### src/rtl/ex_store_buffer.sv
// Write-posting store buffer between EX and the AHB3-Lite data bus.
// Queues stores in order, retires them one beat at a time, flags load hazards.
module ex_store_buffer #(
  parameter int DEPTH = 4,
  parameter int CW    = $clog2(DEPTH) + 1
) (
  input  logic          s_clk_i,
  input  logic          s_reset_i,
  input  logic          s_st_valid_i,
  input  logic [31:0]   s_st_addr_i,
  input  logic [31:0]   s_st_data_i,
  input  logic [1:0]    s_st_size_i,
  output logic          s_st_ready_o,
  input  logic [31:0]   s_ld_addr_i,
  output logic          s_ld_hazard_o,
  output logic          s_empty_o,
  output logic [CW-1:0] s_count_o,
  output logic [31:0]   s_haddr_o,
  output logic [1:0]    s_htrans_o,
  output logic          s_hwrite_o,
  output logic [2:0]    s_hsize_o,
  output logic [31:0]   s_hwdata_o,
  input  logic          s_hready_i,
  input  logic          s_hresp_i,
  output logic          s_err_o,
  output logic [31:0]   s_err_addr_o
);

  localparam int PW = (DEPTH > 1) ? $clog2(DEPTH) : 1;

  typedef enum logic [1:0] {
    S_IDLE,
    S_ADDR,
    S_DATA
  } state_t;

  state_t          state_q;
  logic [31:0]     addr_q [DEPTH];
  logic [31:0]     data_q [DEPTH];
  logic [1:0]      size_q [DEPTH];
  logic [PW-1:0]   wptr_q;
  logic [PW-1:0]   rptr_q;
  logic [CW-1:0]   count_q;
  logic [CW-1:0]   count_nx;
  logic            push;
  logic            pop;
  logic            err_q;
  logic [31:0]     err_addr_q;
  logic            hazard;
  logic [PW-1:0]   idx;
  logic            unused_ld_lsb;

  assign s_st_ready_o = (count_q != CW'(DEPTH));
  assign push         = s_st_valid_i & s_st_ready_o;
  assign pop          = (state_q == S_DATA) & s_hready_i;
  assign count_nx     = count_q + CW'(push) - CW'(pop);

  // Entry storage: written at the tail on every accepted store
  always_ff @(posedge s_clk_i or posedge s_reset_i) begin
    if (s_reset_i) begin
      for (int i = 0; i < DEPTH; i++) begin
        addr_q[i] <= '0;
        data_q[i] <= '0;
        size_q[i] <= '0;
      end
    end else if (push) begin
      addr_q[wptr_q] <= s_st_addr_i;
      data_q[wptr_q] <= s_st_data_i;
      size_q[wptr_q] <= s_st_size_i;
    end
  end

  // Circular pointers and occupancy
  always_ff @(posedge s_clk_i or posedge s_reset_i) begin
    if (s_reset_i) begin
      wptr_q  <= '0;
      rptr_q  <= '0;
      count_q <= '0;
    end else begin
      if (push) wptr_q <= wptr_q + 1'b1;
      if (pop)  rptr_q <= rptr_q + 1'b1;
      count_q <= count_nx;
    end
  end

  // Bus FSM: address phase then data phase per head entry
  always_ff @(posedge s_clk_i or posedge s_reset_i) begin
    if (s_reset_i) begin
      state_q <= S_IDLE;
    end else begin
      unique case (state_q)
        S_IDLE: if (count_nx != '0) state_q <= S_ADDR;
        S_ADDR: if (s_hready_i) state_q <= S_DATA;
        S_DATA: begin
          if (s_hready_i)
            state_q <= (count_nx != '0) ? S_ADDR : S_IDLE;
        end
        default: state_q <= S_IDLE;
      endcase
    end
  end

  // Error pulse and sticky address of the last failed store
  always_ff @(posedge s_clk_i or posedge s_reset_i) begin
    if (s_reset_i) begin
      err_q      <= 1'b0;
      err_addr_q <= '0;
    end else begin
      err_q <= pop & s_hresp_i;
      if (pop & s_hresp_i) err_addr_q <= addr_q[rptr_q];
    end
  end

  // Word-granular match of the load against every queued store
  always_comb begin
    hazard = 1'b0;
    idx    = '0;
    for (int k = 0; k < DEPTH; k++) begin
      idx = rptr_q + PW'(k);
      if ((CW'(k) < count_q) &&
          (addr_q[idx][31:2] == s_ld_addr_i[31:2]))
        hazard = 1'b1;
    end
  end

  assign unused_ld_lsb = ^s_ld_addr_i[1:0];

  assign s_ld_hazard_o = hazard;
  assign s_empty_o     = (count_q == '0) & (state_q == S_IDLE);
  assign s_count_o     = count_q;
  assign s_haddr_o     = addr_q[rptr_q];
  assign s_hsize_o     = {1'b0, size_q[rptr_q]};
  assign s_hwdata_o    = data_q[rptr_q];
  assign s_htrans_o    = (state_q == S_ADDR) ? 2'b10 : 2'b00;
  assign s_hwrite_o    = (state_q == S_ADDR);
  assign s_err_o       = err_q;
  assign s_err_addr_o  = err_addr_q;

endmodule

### config.mk
export PLATFORM = sky130hd
export DESIGN_NAME = ex_store_buffer
export DESIGN_NICKNAME = d
export VERILOG_FILES = /design/src/rtl/ex_store_buffer.sv
export SDC_FILE = /design/constraint.sdc
export NUM_CORES = 1
export LEC_CHECK = 0
export CAP_MARGIN = 25
export CORE_UTILIZATION = 55
export CTS_CLUSTER_SIZE = 40
export DETAILED_ROUTE_END_ITERATION = 16
export HOLD_SLACK_MARGIN = 0.1
export PLACE_DENSITY = 0.75
export SLEW_MARGIN = 40
export SYNTH_ARGS = -nofsm -noshare
export SYNTH_HDL_FRONTEND = slang
export SYNTH_SLANG_ARGS = --single-unit
### constraint.sdc
create_clock -name s_clk_i -period 23.6 [get_ports s_clk_i]
set_input_delay 4.72 -clock s_clk_i [delete_from_list [all_inputs] [get_ports s_clk_i]]
set_output_delay 4.72 -clock s_clk_i [all_outputs]
set_load 0.01 [all_outputs]
==> impl_metrics.tcl, run 1 <==
set metrics [dict create \
    status "complete, no violations" \
    nets 1560 \
    path_clk_slew_ns 0.06 \
    fin_crit_sh_pct 53.3 \
    comb_power_share_pct 54.4 \
    min_period_ns 12.57 \
    synth_edf_count 0 \
    p_sw_share_pct 38.3 \
    r2r-end "s_err_addr_o[9]$_DFFE_PP0P_" \
    path_depth 8 \
    hold_path_end "s_err_addr_o[8]$_DFFE_PP0P_" \
    path_delay_family "buffers and inverters" \
    critPathArrivalTime_ns 7.85 \
    synth_area_um2 16600 \
    synth_ff_type "dfrtp_1" \
    p_sw_w 0.00129 \
    synth_most_common_cell "dfrtp_1" \
    end_kind "primary output" \
    drt_iter0_markers 902 \
    hpwlAfterDp_um 30200 \
    skew_ns 0.0117 \
    place_ws_ns 11.10 \
    track_usage_pct 29.0 \
    hold_path_class "flip-flop to flip-flop" \
    max_cap_violations 0 \
    reg2reg_from "rptr_q[1]$_DFFE_PP0P_" \
    antenna_found_initial 6 \
    first_pass_iters 5 \
    power_w 0.00336 \
    path_class "input pin to primary output" \
    cts_tree "done" \
    synth_area_leaders "dfrtp_1 (46%), mux2_2 (20%), mux4_2 (7.7%), mux2i_1 (6.9%), xnor2_1 (3.3%)" \
    wl_um 44100 \
    wl_per_cell_um 23.6 \
    rr_worst_depth 4 \
    holdBufCountCts 0 \
    syn_avg_cell_area_um2 12.9 \
    cts_sinks 306 \
    yosysTopAreaCell "dfrtp_1" \
    io_buffers 207 \
    fin_setup_tns_ns 0 \
    drc 0 \
    clock_latency_ns 0.53 \
    power_density_nw_per_um2 168 \
    synth_commonest_cells "dfrtp_1 (306), mux2_2 (299), mux2i_1 (115), xnor2_1 (62), nand2_1 (59)" \
    die_h_um 176 \
    yosys_warnings 0 \
    dieWidth_um 176 \
    cp-start-kind "input pin" \
    dp_cells 1803 \
    gp_congestion 0.992 \
    hold_depth 2 \
    place_area_um2 18900 \
    final_cells 1866 \
    path_buf_inv 2 \
    hold_viol 0 \
    num_vias 11300 \
    slew_viol_final 0 \
    htreeDepth 2 \
    grt_remaining_overflow 0 \
    clock_path_buffers 3 \
    cts.repair.resized 0 \
    setup_ws_ns 11.03 \
    rsz0062_at_grt "false" \
    cp_data_required_time_ns 18.88 \
    slowest_stage "clkdlybuf4s50_1" \
    via_per_inst 6.08 \
    slew_headroom_pct 40.7 \
    fin_area_um2 20100 \
    area_growth_pct 20.6 \
    finalSetupViolations 0 \
    ys_seq_area_share_pct 46.0 \
    yosysUniqueCellTypes 57 \
    row_count 63 \
    timing.fmax_mhz 79.6 \
    synth_cells 1294 \
    worst_pin_slew_ns 0.889 \
    final_antenna_net_count 0 \
    cts_setup_buffers 0 \
    drive_gt1_share_pct 29.8 \
    power.internal_w 0.00207 \
    synth-async-reset-ratio_pct 100 \
    clkPwrFrac_pct 16.2 \
    io_pins 212 \
    reg2reg_slack_ns 20.45 \
    max_stage_delay_ns 0.65 \
    cp_cell_sequence "clkdlybuf4s50_1 > xnor2_1 > o211ai_1 > a2111oi_1 > o2bb2ai_1 > or4_1 > o211ai_2 > clkdlybuf4s50_1" \
    grt_max_degree 126 \
    grt_pass1_vias 11500 \
    path_max_fanout 9 \
    cts_buffers 34 \
    synth_top_area_share_pct 46.0 \
    dieArea_um2 31000 \
    p_leak_nw 8.36 \
    irDropWorstVdd_v 0.0000893 \
    min-delay-start "s_err_addr_o[8]$_DFFE_PP0P_" \
    grt_pass1_wl_um 68400 \
    synth-seq-cells 306 \
    core_um2 29700 \
    cp_common_cell "clkdlybuf4s50_1" \
    cts_root_buf "clkbuf_16" \
    seqPwrFrac_pct 29.4 \
    initial_core_util_pct 56.0 \
]
how the worst max path moves through the flow:
| stage | startpoint | endpoint | slack [ns] |
|---|---|---|---|
| 2_1_floorplan | s_reset_i | addr_q[0]$_DFFE_PP0P_ | 10.42 |
| 3_3_place_gp | s_ld_addr_i[13] | s_ld_hazard_o | 11.05 |
| 3_5_place_dp | s_ld_addr_i[13] | s_ld_hazard_o | 11.10 |
| 4_1_cts | s_ld_addr_i[13] | s_ld_hazard_o | 11.09 |
| 5_1_grt | s_ld_addr_i[13] | s_ld_hazard_o | 10.92 |
| 6_report | s_ld_addr_i[13] | s_ld_hazard_o | 11.03 |
cell families after synthesis:
logic type,count (synthesis),share of synthesized area (%)
AOI/OAI and AO/OA,138,5.44
muxes,474,35.1
other,1,0.0225
DFF,306,46.0
and+or+nand+nor,158,4.50
xor gates and xnor gates,90,4.74
buffers and inverters,119,3.52
adders and majority gates,8,0.647
registers in the layout, summed over array words and instances, names as in the netlist:
register / cells
addr_q: 128
wptr_q: 2
size_q: 8
rptr_q: 2
s_err_o: 1
data_q: 128
state_q: 2
s_count_o: 3
s_err_addr_o: 32
metrics by stage:
stage,hold WS [ns],util (%)
floorplan,0.474,-
global placement,0.464,63.3
detailed placement,0.469,63.6
CTS,0.482,67.5
global route,0.505,67.5
finish,0.478,67.5
layer usage:
layer / track usage, % / vias to the layer above / wire length (um)
met1: 38.7 / 5790 / 18500
met3: 6.61 / 90 / 3040
met2: 46.9 / 358 / 21000
met5: 0 / - / 41
met4: 10.0 / 6 / 1490
li1: - / 5093 / -
final cells by class:
class                      count  area (um2)
sequential                   306        7660
antenna                        1        2.50
clock inverter                10         119
fill                        2220        9650
timing repair buffer         219        2230
inverter                      18        80.1
tap                          390         488
clock buffer                  52        1050
multi-input combinational    870        8440
tightest hold or removal path: stages (launching register included):
cell and delay (ns):
dfrtp_1 0.34, nand2_1 0.04, o21ai_0 0.06
placed cells by master, fill, tap and decap left out, types with 4 or more instances in the layout:
| cell | instances |
|---|---|
| clkbuf_8 | 11 |
| a31oi_1 | 8 |
| xor2_1 | 28 |
| clkbuf_1 | 6 |
| o22ai_1 | 14 |
| a21oi_1 | 35 |
| xnor2_1 | 62 |
| nor2b_1 | 9 |
| ha_1 | 7 |
| o2111ai_1 | 6 |
| clkdlybuf4s50_1 | 207 |
| nand2_1 | 54 |
| nor4_1 | 12 |
| a22oi_1 | 6 |
| mux2i_1 | 115 |
| inv_1 | 16 |
| a2111oi_0 | 6 |
| nand2_4 | 5 |
| clkinv_2 | 6 |
| dfrtp_1 | 304 |
| mux4_2 | 57 |
| clkbuf_16 | 35 |
| nand3_1 | 5 |
| buf_6 | 6 |
| nor2_1 | 32 |
| nor3_1 | 15 |
| mux2_2 | 299 |
| o21ai_0 | 28 |
| o21ai_1 | 4 |
| a211oi_1 | 6 |
| and2_1 | 7 |
| nand4_1 | 12 |
power groups by stage:
stage                     logic [W]  clock network (W)  registers (W)
after floorplan             0.00121                  0       0.000930
after global placement      0.00179                  0       0.000972
after detailed placement    0.00182                  0       0.000993
after CTS                   0.00183           0.000557       0.000987
after global routing        0.00194           0.000576        0.00103
final                       0.00183           0.000546       0.000988
(Power assumes the default switching activity.)
==> run 2, diff against run 1 <==
==> constraint.sdc (replaced) <==
create_clock -name s_clk_i -period 12.8 [get_ports s_clk_i]
set_input_delay 2.56 -clock s_clk_i [delete_from_list [all_inputs] [get_ports s_clk_i]]
set_output_delay 2.56 -clock s_clk_i [all_outputs]
set_load 0.01 [all_outputs]
==> run 2 against run 1 <==
Compared with the run above:
- via count is 0.39% higher
- first-iteration DRC count is 14% higher
- critical path depth stayed put
- combinational power is 85% higher
- sequential share of layout area is 0.17 points higher
- critical path type unchanged
==> impl_metrics.tcl, run 2 (synthesized netlist as in run 1, its figures left out) <==
set metrics [dict create \
    min_period_ns 8.24 \
    p_sw_w 0.00238 \
    nets 1560 \
    wl_um 44400 \
    die_h_um 176 \
    final_cell_mix "dfrtp_1 (304), mux2_2 (299), clkdlybuf4s50_1 (207)" \
    initial_core_util_pct 56.0 \
    mostFrequentLayoutCell "dfrtp_1" \
    hold_path_class "flip-flop to flip-flop" \
    hold_viol 0 \
    cp-start-kind "input pin" \
    final_antenna_net_count 0 \
    io_buffers 207 \
    comb_power_share_pct 55.2 \
    seqPwrFrac_pct 29.5 \
    final_cells 1863 \
    wl_per_cell_um 23.8 \
    slew_viol_final 0 \
    dp_cells 1802 \
    fin_area_um2 20000 \
    reg2reg_from "rptr_q[1]$_DFFE_PP0P_" \
    r2r-end "s_err_addr_o[29]$_DFFE_PP0P_" \
    io_pins 212 \
    dieArea_um2 31000 \
    cts_buffers 34 \
    critPathArrivalTime_ns 5.68 \
    track_usage_pct 29.3 \
    grt_max_degree 132 \
    timing.fmax_mhz 121 \
    drt_iter0_markers 1024 \
    reg2reg_slack_ns 9.88 \
    path_depth 8 \
    cp_cell_sequence "clkdlybuf4s50_1 > xnor2_1 > o211ai_1 > a2111oi_1 > o2bb2ai_1 > or4_1 > o211ai_2 > clkdlybuf4s50_1" \
    path_buf_inv 2 \
    holdBufCountCts 0 \
    cts.repair.resized 0 \
    rsz0062_at_grt "false" \
    fin_crit_sh_pct 64.4 \
    grt_pass1_wl_um 69200 \
    gp_congestion 1.00 \
    worstSetupEndpoint "s_ld_hazard_o" \
    cts_tree "done" \
    slew_headroom_pct 42.7 \
    p_sw_share_pct 38.8 \
    dieWidth_um 176 \
    first_pass_iters 6 \
    core_um2 29700 \
    path_clk_slew_ns 0.06 \
    drc 0 \
    n_fill_cell 2188 \
    rr_worst_depth 5 \
    row_count 63 \
    fin_setup_tns_ns 0 \
    p_leak_nw 8.32 \
    finalSetupViolations 0 \
    cp_data_required_time_ns 10.24 \
    antenna_found_initial 5 \
    hpwlAfterDp_um 30400 \
    hold_depth 2 \
    place_area_um2 18900 \
    cp_common_cell "clkdlybuf4s50_1" \
    clock_latency_ns 0.52 \
    max_stage_delay_ns 0.66 \
    num_vias 11400 \
    htreeDepth 2 \
    via_per_inst 6.11 \
    power.internal_w 0.00376 \
    end_kind "primary output" \
    path_class "input pin to primary output" \
    worst_pin_slew_ns 0.859 \
    skew_ns 0.0150 \
    grt_pass1_vias 11700 \
    cts_setup_buffers 0 \
    path_max_fanout 9 \
    status "complete, no violations" \
    grt_remaining_overflow 0 \
    cts_root_buf "clkbuf_16" \
    area_growth_pct 20.1 \
    power_density_nw_per_um2 307 \
    clock_path_buffers 3 \
    max_cap_violations 0 \
    clkPwrFrac_pct 15.3 \
    irDropWorstVdd_v 0.000158 \
    crit_start "s_ld_addr_i[13]" \
    slowest_stage "clkdlybuf4s50_1" \
    path_delay_family "buffers and inverters" \
    drive_gt1_share_pct 29.7 \
    cts_sinks 306 \
]
run 2: cell count changes in the layout (fill, tap and decap cells not counted):
| cell | change |
|---|---|
| clkbuf_8 | -3 |
| bufinv_16 | -2 |
| clkinv_2 | +2 |
| clkinv_8 | +2 |
| clkbuf_1 | -1 |
| diode_2 | +1 |
| inv_16 | -1 |
| inv_6 | -1 |
run 2: worst min path at each step:
stage / from / endpoint
after floorplan: addr_q[32]$_DFFE_PP0P_ / addr_q[32]$_DFFE_PP0P_
final: s_err_addr_o[16]$_DFFE_PP0P_ / s_err_addr_o[16]$_DFFE_PP0P_
after global placement: s_err_addr_o[29]$_DFFE_PP0P_ / s_err_addr_o[29]$_DFFE_PP0P_
after global routing: s_err_addr_o[29]$_DFFE_PP0P_ / s_err_addr_o[29]$_DFFE_PP0P_
after detailed placement: s_err_addr_o[16]$_DFFE_PP0P_ / s_err_addr_o[16]$_DFFE_PP0P_
after CTS: s_err_addr_o[16]$_DFFE_PP0P_ / s_err_addr_o[16]$_DFFE_PP0P_
run 2: final cells by class:
type                            instances  area [um2]  share of cell area [%]
Inverter                               18        80.1                   0.401
Timing Repair Buffer                  219        2230                    11.2
Sequential cell                       306        7660                    38.4
Multi-Input combinational cell        870        8440                    42.2
Clock buffer                           48        1000                    5.03
Tap cell                              390         488                    2.44
Clock inverter                         10        72.6                   0.363
Antenna cell                            2        5.00                  0.0250
run 2: worst reg2reg max path: cells and delay by family (launching register included):
family,cells,cell delay [ns]
compound gates,2,0.77
buf+inv,2,0.82
flops,1,0.71
mux,1,0.46
run 2: layer usage:
layer / GRT usage, % / routed length [um] / part of all wire (%)
met3: 6.80 / 3130 / 7.1
met5: 0 / 39 / 0.088
met2: 47.6 / 21200 / 48
met1: 39.3 / 18700 / 42
met4: 8.66 / 1310 / 2.9
run 2: power by group through the flow:
stage                     clock network, W  logic, W  registers [W]
after global placement                   0   0.00329        0.00180
after CTS                         0.000957   0.00336        0.00183
final                             0.000940   0.00339        0.00181
after detailed placement                 0   0.00334        0.00185
after global routing              0.000995   0.00360        0.00188
after floorplan                          0   0.00223        0.00171
run 2: per-stage QoR:
step                      utilization (%)  setup slack (ns)  hold slack [ns]  total power, W
after floorplan                         -              1.78            0.474         0.00395
final                                67.2              4.56            0.479         0.00614
after global routing                 67.2              4.52            0.492         0.00648
after CTS                            67.1              4.62            0.482         0.00615
after global placement               63.3              4.63            0.462         0.00510
after detailed placement             63.5              4.64            0.469         0.00518
==> run 3, diff against run 2 <==
--- a/config.mk
+++ b/config.mk
@@ -6,11 +6,11 @@
 export NUM_CORES = 1
 export LEC_CHECK = 0
 export CAP_MARGIN = 25
-export CORE_UTILIZATION = 55
+export CORE_UTILIZATION = 51
 export CTS_CLUSTER_SIZE = 40
 export DETAILED_ROUTE_END_ITERATION = 16
 export HOLD_SLACK_MARGIN = 0.1
-export PLACE_DENSITY = 0.75
+export PLACE_DENSITY = 0.73
 export SLEW_MARGIN = 40
 export SYNTH_ARGS = -nofsm -noshare
 export SYNTH_HDL_FRONTEND = slang
==> constraint.sdc (replaced) <==
create_clock -name s_clk_i -period 6.9 [get_ports s_clk_i]
set_input_delay 1.38 -clock s_clk_i [delete_from_list [all_inputs] [get_ports s_clk_i]]
set_output_delay 1.38 -clock s_clk_i [all_outputs]
set_load 0.01 [all_outputs]
==> run 3 against run 2 <==
Compared with the run above:
- clock power rose by 83%
- utilization fell by 4.1 points
- global-route usage fell by 1.7 points
- die area rose by 7.8%
- combinational power rose by 86%
- design area rose by 0.54%
- wire length rose by 1.6%
- flip-flop and latch count did not move
- count of clock-buffer cells in the layout rose by 1
==> impl_metrics.tcl, run 3 (synthesized netlist as in run 1, its figures left out) <==
set metrics [dict create \
    htreeDepth 2 \
    min_period_ns 5.90 \
    cts.repair.resized 0 \
    hold_viol 0 \
    finalSetupViolations 0 \
    cp_data_required_time_ns 5.52 \
    reg2reg_slack_ns 4.22 \
    path_max_fanout 47 \
    cts_sinks 306 \
    rsz0062_at_grt "false" \
    first_pass_iters 5 \
    track_usage_pct 27.6 \
    final_antenna_net_count 0 \
    grt_pass1_wl_um 69700 \
    path_clk_slew_ns 0.06 \
    rr_worst_depth 4 \
    drc 0 \
    n_fill_cell 2503 \
    cts_root_buf "clkbuf_16" \
    gp_congestion 1.00 \
    dieWidth_um 183 \
    io_pins 212 \
    regArea_um2 7660 \
    holdBufCountCts 0 \
    multiInputGateArea_um2 8440 \
    worst_pin_slew_ns 0.820 \
    power_density_nw_per_um2 568 \
    wl_um 45100 \
    hold_depth 2 \
    mostFrequentLayoutCell "dfrtp_1" \
    fin_setup_tns_ns 0 \
    place_area_um2 19000 \
    die_h_um 183 \
    io_buffers 207 \
    cts_setup_buffers 0 \
    hold_path_class "flip-flop to flip-flop" \
    status "complete, no violations" \
    clock_path_buffers 3 \
    min-delay-start "s_err_addr_o[29]$_DFFE_PP0P_" \
    grt_pass1_vias 11700 \
    fin_area_um2 20100 \
    fin_crit_sh_pct 85.5 \
    antenna_found_initial 2 \
    wl_per_cell_um 23.5 \
    clock_latency_ns 0.54 \
    final_cell_mix "dfrtp_1 (304), mux2_2 (299), clkdlybuf4s50_1 (207)" \
    end_kind "primary output" \
    p_leak_nw 8.33 \
    slew_headroom_pct 45.3 \
    via_per_inst 5.91 \
    hold_path_end "s_err_addr_o[29]$_DFFE_PP0P_" \
    num_vias 11300 \
    dieArea_um2 33400 \
    initial_core_util_pct 52.3 \
    cts_buffers 35 \
    path_class "flip-flop to primary output" \
    skew_ns 0.0244 \
    cp-start-kind "flip-flop" \
    r2r-end "s_err_addr_o[29]$_DFFE_PP0P_" \
    hpwlAfterDp_um 31900 \
    max_cap_violations 0 \
    grt_remaining_overflow 0 \
    reg2reg_from "rptr_q[1]$_DFFE_PP0P_" \
    grt_max_degree 135 \
    nets 1574 \
    slew_viol_final 0 \
    core_um2 31800 \
    area_growth_pct 20.7 \
    timing.fmax_mhz 169 \
    cts_tree "done" \
    drt_iter0_markers 729 \
    critPathArrivalTime_ns 4.52 \
    drive_gt1_share_pct 29.8 \
    row_count 65 \
    irDropWorstVdd_v 0.000303 \
]
## run 3: cell types whose count changed in the layout (fill, tap and decap cells not counted), moves of 2 or more
cell        change
clkinvlp_4      +3
clkbuf_1        +7
buf_4          +15
clkbuf_8        -6
buf_6           -4
buf_12          +2
clkinv_2        -6
clkinv_8        -2
## run 3: per-stage QoR
| stage | total power (W) | hold slack (ns) | util, % | cells | worst slack, ns |
|---|---|---|---|---|---|
| after floorplan | 0.00732 | 0.474 | - | 1295 | 1.45 |
| after global placement | 0.00955 | 0.465 | 59.7 | 1859 | 1.09 |
| after detailed placement | 0.00969 | 0.473 | 59.8 | 1860 | 1.08 |
| after CTS | 0.0115 | 0.486 | 63.1 | 1916 | 1.07 |
| after global routing | 0.0121 | 0.506 | 63.2 | 1917 | 0.923 |
| final | 0.0114 | 0.478 | 63.2 | 1918 | 0.997 |
## run 3: power breakdown
part / switching [W] / internal [W]
sequential: 0.000683 / 0.00272
combinational: 0.00303 / 0.00327
clock: 0.000721 / 0.000997
## run 3: worst max-delay path by stage
| stage | startpoint | endpoint | cells after the start |
|---|---|---|---|
| after global placement | s_ld_addr_i[13] | s_ld_hazard_o | 8 |
| after floorplan | s_reset_i | addr_q[0]$_DFFE_PP0P_ | 1 |
| after global routing | rptr_q[1]$_DFFE_PP0P_ | s_ld_hazard_o | 10 |
| final | rptr_q[1]$_DFFE_PP0P_ | s_ld_hazard_o | 9 |
| after CTS | s_ld_addr_i[13] | s_ld_hazard_o | 8 |
| after detailed placement | s_ld_addr_i[13] | s_ld_hazard_o | 8 |
## run 3: final cells by class
type                       count  area share, %
tap                          435           2.71
multi-input combinational    870           42.0
antenna                        1         0.0125
timing repair buffer         232           11.6
sequential                   306           38.1
clock inverter                 7          0.417
inverter                      18          0.355
clock buffer                  49           4.72
## run 3: routing by layer
metal | global-route usage [%] | share of wire (%)
met3 | 5.63 | 6.2
met4 | 9.11 | 3.1
met2 | 46.4 | 49
met5 | 0 | 0.060
met1 | 35.7 | 42
## run 3: critical path, cell delays in order (launching register included)
cell and delay, ns:
dfrtp_4 0.95, buf_12 0.37, mux2i_1 0.42, mux2i_1 0.25, xnor2_1 0.35, o2111ai_1 0.33, nor3_1 0.43, a22oi_1 0.15
o211ai_2 0.13, clkdlybuf4s50_1 0.58
==> variant 1: new RTL, flow settings as in run 3 <==
Set the parameter `DEPTH` to 8 (it was 4).
--- a/src/rtl/ex_store_buffer.sv
+++ b/src/rtl/ex_store_buffer.sv
@@ -3,3 +3,3 @@
 module ex_store_buffer #(
-  parameter int DEPTH = 4,
+  parameter int DEPTH = 8,
   parameter int CW    = $clog2(DEPTH) + 1
Interface: changed (resized s_count_o); port bits go from 212 to 213. No check against the original RTL was run, so the function may have changed too.
==> variant 1 against run 3 <==
Worst setup slack got worse by 0.92 ns. Sequential cell count increased by 267. Register-to-register slack got worse by 0.69 ns. Final cell count increased by 94%. Count of clock-buffer cells in the layout increased by 35. Design area increased by 100%. Wire length increased by 140%. Critical path depth increased by 4. Area after synthesis increased by 110%.
Power is not shown: default switching activity piles up to over one toggle a cycle in this logic, so the estimate is an artifact.
==> variant 1: results (changes against run 3) <==
share of layout cells above drive strength 1=0.3962 (was 0.2976); final estimated routing congestion in global placement=1.077 (was 0.9999); HP Start=s_err_addr_o[14]$_DFFE_PP0P_ (was s_err_addr_o[29]$_DFFE_PP0P_); overall fraction of global-route tracks in use=0.3114 (was 0.2759); port buffer count=208 (was 207); Clock Skews=0.04113 ns (was 0.02444 ns); number of buffers added by the clock tree synthesis step=61 (was 35); startpoint of the lowest-slack register-to-register path=s_count_o[2]$_DFF_PP0_ (was rptr_q[1]$_DFFE_PP0P_); antenna violations before repair=7 (was 2); reg2reg setup slack=3.53 ns (was 4.22 ns); Nets=2843 (was 1574); Iter 0 DRT Violations=2010 (was 729); leading post-synthesis cells by cell area=sky130_fd_sc_hd__dfrtp_1, sky130_fd_sc_hd__mux4_2, sky130_fd_sc_hd__mux2_2 (was sky130_fd_sc_hd__dfrtp_1, sky130_fd_sc_hd__mux2_2, sky130_fd_sc_hd__mux4_2); largest net degree at the start of global routing=145 (was 135); fraction of the yosys area taken by sequential cells=0.4033 (was 0.4602); Worst-Skew Late Latency=0.67 ns (was 0.54 ns); via/cell ratio=6.532 (was 5.911); peak per-stage delay on the critical path=0.58 ns (was 0.95 ns); wire length of the first global-routing pass=163800 um (was 69680 um); commonest cells in the netlist=sky130_fd_sc_hd__dfrtp_1, sky130_fd_sc_hd__mux2_2, sky130_fd_sc_hd__mux4_2 (was sky130_fd_sc_hd__dfrtp_1, sky130_fd_sc_hd__mux2_2, sky130_fd_sc_hd__mux2i_1); number of filler instances in the final layout=5375 (was 2503); Max stage delay cell, worst path=sky130_fd_sc_hd__or4_1 (was sky130_fd_sc_hd__dfrtp_4); area of the placeable core=68830 um2 (was 31800 um2); Netlist cell types=64 (was 57); hold path endpoint=s_err_addr_o[14]$_DFFE_PP0P_ (was s_err_addr_o[29]$_DFFE_PP0P_); maximum fanout along the worst path=32 (was 47); CP Data Arrival Time=5.45 ns (was 4.52 ns); status=finished, final reports clean (unchanged); number of cells on the worst reg-to-reg path=9 (was 4)
variant 1: stage by stage:
| stage | util | hold WS [ns] | instances | setup WS (ns) | setup TNS, ns |
|---|---|---|---|---|---|
| after floorplan | - | 0.4739 | 2587 | -2.286 | -1309.63 |
| after global placement | 0.5597 | 0.4609 | 3588 | 0.7826 | 0 |
| after detailed placement | 0.5604 | 0.4715 | 3589 | 0.7318 | 0 |
| after CTS | 0.5915 | 0.4856 | 3702 | 0.04909 | 0 |
| after global routing | 0.5933 | 0.5077 | 3712 | 0.007125 | 0 |
| final | 0.5933 | 0.4828 | 3712 | 0.07442 | 0 |
variant 1: cell type report:
cell class | instances | area share
well taps | 931 | 0.02853
multi-input cells | 1746 | 0.4913
flip-flops and latches | 573 | 0.3514
clock inverters | 29 | 0.01036
diodes | 2 | 0.0001226
inverters | 61 | 0.005700
clock buffers | 84 | 0.04195
repair buffers | 286 | 0.07063
variant 1: routing by layer:
layer / share of wire / wire length [um] / track usage
met2: 0.48 / 51780 / 0.4987
met1: 0.40 / 43880 / 0.4193
met4: 0.044 / 4806 / 0.1257
met3: 0.075 / 8109 / 0.06026
met5: 0.00063 / 68 / 0
variant 1: worst max-delay path: cells and delay by family, from the launching register on:
kind | cells | cell delay (ns)
fa+ha+maj | 1 | 0.41
compound gates | 2 | 0.70
mux | 1 | 0.33
xor+xnor | 1 | 0.43
buf+inv | 4 | 1.20
simple gates | 4 | 1.12
flops | 1 | 0.57
variant 1: worst max path at each step:
stage | cells after the start | start | end | slack, ns
global route | 13 | rptr_q[0]$_DFFE_PP0N_ | s_ld_hazard_o | 0.007
detailed placement | 13 | rptr_q[1]$_DFFE_PP0N_ | s_ld_hazard_o | 0.73
CTS | 13 | rptr_q[1]$_DFFE_PP0N_ | s_ld_hazard_o | 0.05
floorplan | 1 | s_reset_i | addr_q[0]$_DFFE_PP0P_ | -2.29
finish | 13 | rptr_q[0]$_DFFE_PP0N_ | s_ld_hazard_o | 0.07
global placement | 10 | s_ld_addr_i[5] | s_ld_hazard_o | 0.78
variant 1: timing repair:
action,4_1_cts,5_1_grt
resized for setup,0,0
setup endpoints to repair,0,1
buffers inserted,0,6
variant 1: cell families (layout without fill, tap and decap cells):
family                   Yosys count  count (layout)  share of synthesized area
multiplexers                    1044            1044                     0.4314
AND/OR/NAND/NOR                  310             310                    0.04220
buffers and inverters            268             460                    0.03579
XOR/XNOR                         209             209                    0.05149
AO/OA/AOI/OAI                    170             170                    0.03164
adder cells (fa/ha/maj)           11              11                   0.004083
flip-flops                       573             573                     0.4033
other                              1               4                  0.0001055
==> variant 2: new RTL, flow settings as in run 3 <==
Made on the original files. Remove the register `err_q`: a continuous assignment takes its place, so the output `s_err_o` follows one clock earlier.
--- a/src/rtl/ex_store_buffer.sv
+++ b/src/rtl/ex_store_buffer.sv
@@ -105,6 +105,4 @@
     if (s_reset_i) begin
-      err_q      <= 1'b0;
       err_addr_q <= '0;
     end else begin
-      err_q <= pop & s_hresp_i;
       if (pop & s_hresp_i) err_addr_q <= addr_q[rptr_q];
@@ -112,2 +110,4 @@
   end
+
+  assign err_q = pop & s_hresp_i;
 
Function: changed (Yosys sat finds a counterexample within 4 cycles, from zero or initial values and one cycle with s_reset_i high).
==> variant 2 against run 3 <==
Area after synthesis rose by 1.4%. Highest routed layer unchanged. Design area rose by 1.5%. Largest cell class unchanged. Sequential cell count fell by 1. Critical endpoint unchanged. Combinational power rose by 2%. Total power rose by 2.0%. Wire length rose by 0.87%. Largest power group unchanged. Worst setup slack got worse by 0.17 ns. Critical path type unchanged.
==> variant 2: results (changes against run 3) <==
sequential share of power=0.294 (was 0.298); maximum vdd drop=0.2968 mV (was 0.3031 mV); combinational cell power=6.42 mW (was 6.29 mW); share of layout cells above drive strength 1=0.3176 (was 0.2976); mux share of post-synthesis cell area=0.3734 (was 0.3512); antenna diode count=0 (was 1); via/cell ratio=5.930 (was 5.911); Detailed Place HPWL=31970 um (was 31870 um); Worst Setup SP=rptr_q[0]$_DFFE_PP0P_ (was rptr_q[1]$_DFFE_PP0P_); Placed Instances=1844 (was 1860); fraction of met1 tracks used by global routing=0.3603 (was 0.3571); Nets=1550 (was 1574); synthesized-area fraction occupied by xor and xnor cells=0.04829 (was 0.04737); number of filler instances in the final layout=2543 (was 2503); Post-Route Hold Slack=0.4855 ns (was 0.4780 ns); reg2reg setup slack=4.10 ns (was 4.22 ns); Global Route met3 Usage=0.06220 (was 0.05628); Synth Area in Adders=0.006379 (was 0.006467); overall fraction of global-route tracks in use=0.2732 (was 0.2759); leakage=8.460 nW (was 8.334 nW); CP Data Arrival Time=4.69 ns (was 4.52 ns); wire length after detailed routing=45460 um (was 45070 um); final routed wire length divided by cell count=23.85 um (was 23.50 um); Worst-Skew Late Latency=0.52 ns (was 0.54 ns); met3 wire length=3077 um (was 2787 um); largest net degree at the start of global routing=111 (was 135); Clock Skews=0.01328 ns (was 0.02444 ns); maximum fanout along the worst path=39 (was 47); fraction of the yosys area taken by sequential cells=0.4525 (was 0.4602); Detail Route met2 WL=21900 um (was 21950 um); commonest cells in the netlist=sky130_fd_sc_hd__mux2_2, sky130_fd_sc_hd__dfrtp_1, sky130_fd_sc_hd__mux2i_1 (was sky130_fd_sc_hd__dfrtp_1, sky130_fd_sc_hd__mux2_2, sky130_fd_sc_hd__mux2i_1); HP Start=s_err_addr_o[21]$_DFFE_PP0P_ (was s_err_addr_o[29]$_DFFE_PP0P_); startpoint of the lowest-slack register-to-register path=rptr_q[0]$_DFFE_PP0P_ (was rptr_q[1]$_DFFE_PP0P_); first-pass detailed-route iteration total=6 (was 5); synthesized netlist cell count=1267 (was 1294); Netlist cell types=55 (was 57); peak per-stage delay on the critical path=0.83 ns (was 0.95 ns); CP delay by family, top=buffers and inverters (was flip-flops); status=finished, final reports clean (unchanged); leading post-synthesis cells by cell area=sky130_fd_sc_hd__dfrtp_1, sky130_fd_sc_hd__mux2_2, sky130_fd_sc_hd__mux4_2 (unchanged); number of global-route vias before repair=11610 (was 11740); sw power=4.463 mW (was 4.430 mW); wire length of the first global-routing pass=69520 um (was 69680 um)
==> variant 2: changes by cell type after synthesis, sizes merged, moves of 5 or more <==
cell	delta
nand2	-23
a21oi	-16
o21ai	-14
mux4	+12
xor2	+11
mux2	+10
nor3	-9
mux2i	+8
nand4	+8
xnor2	-8
o2bb2ai	+7
a31oi	-5
buf	-5
==> variant 2: final cells by class <==
class	instances	area, um2	area share
clock inverter	10	98.84	0.004845
sequential	305	7640	0.3745
multi-input combinational	846	8663	0.4247
tap	442	553.0	0.02711
clock buffer	52	1020	0.04999
timing repair buffer	231	2346	0.1150
inverter	20	78.83	0.003864
==> variant 2: through the flow <==
step	setup WS (ns)	power [mW]	area, um2	utilization
floorplan	1.463	7.465	16880	-
global placement	0.9855	9.699	19240	0.5914
detailed placement	1.017	9.846	19280	0.5926
CTS	0.7526	11.71	20400	0.6270
global route	0.6909	12.31	20400	0.6270
finish	0.8307	11.64	20400	0.6270
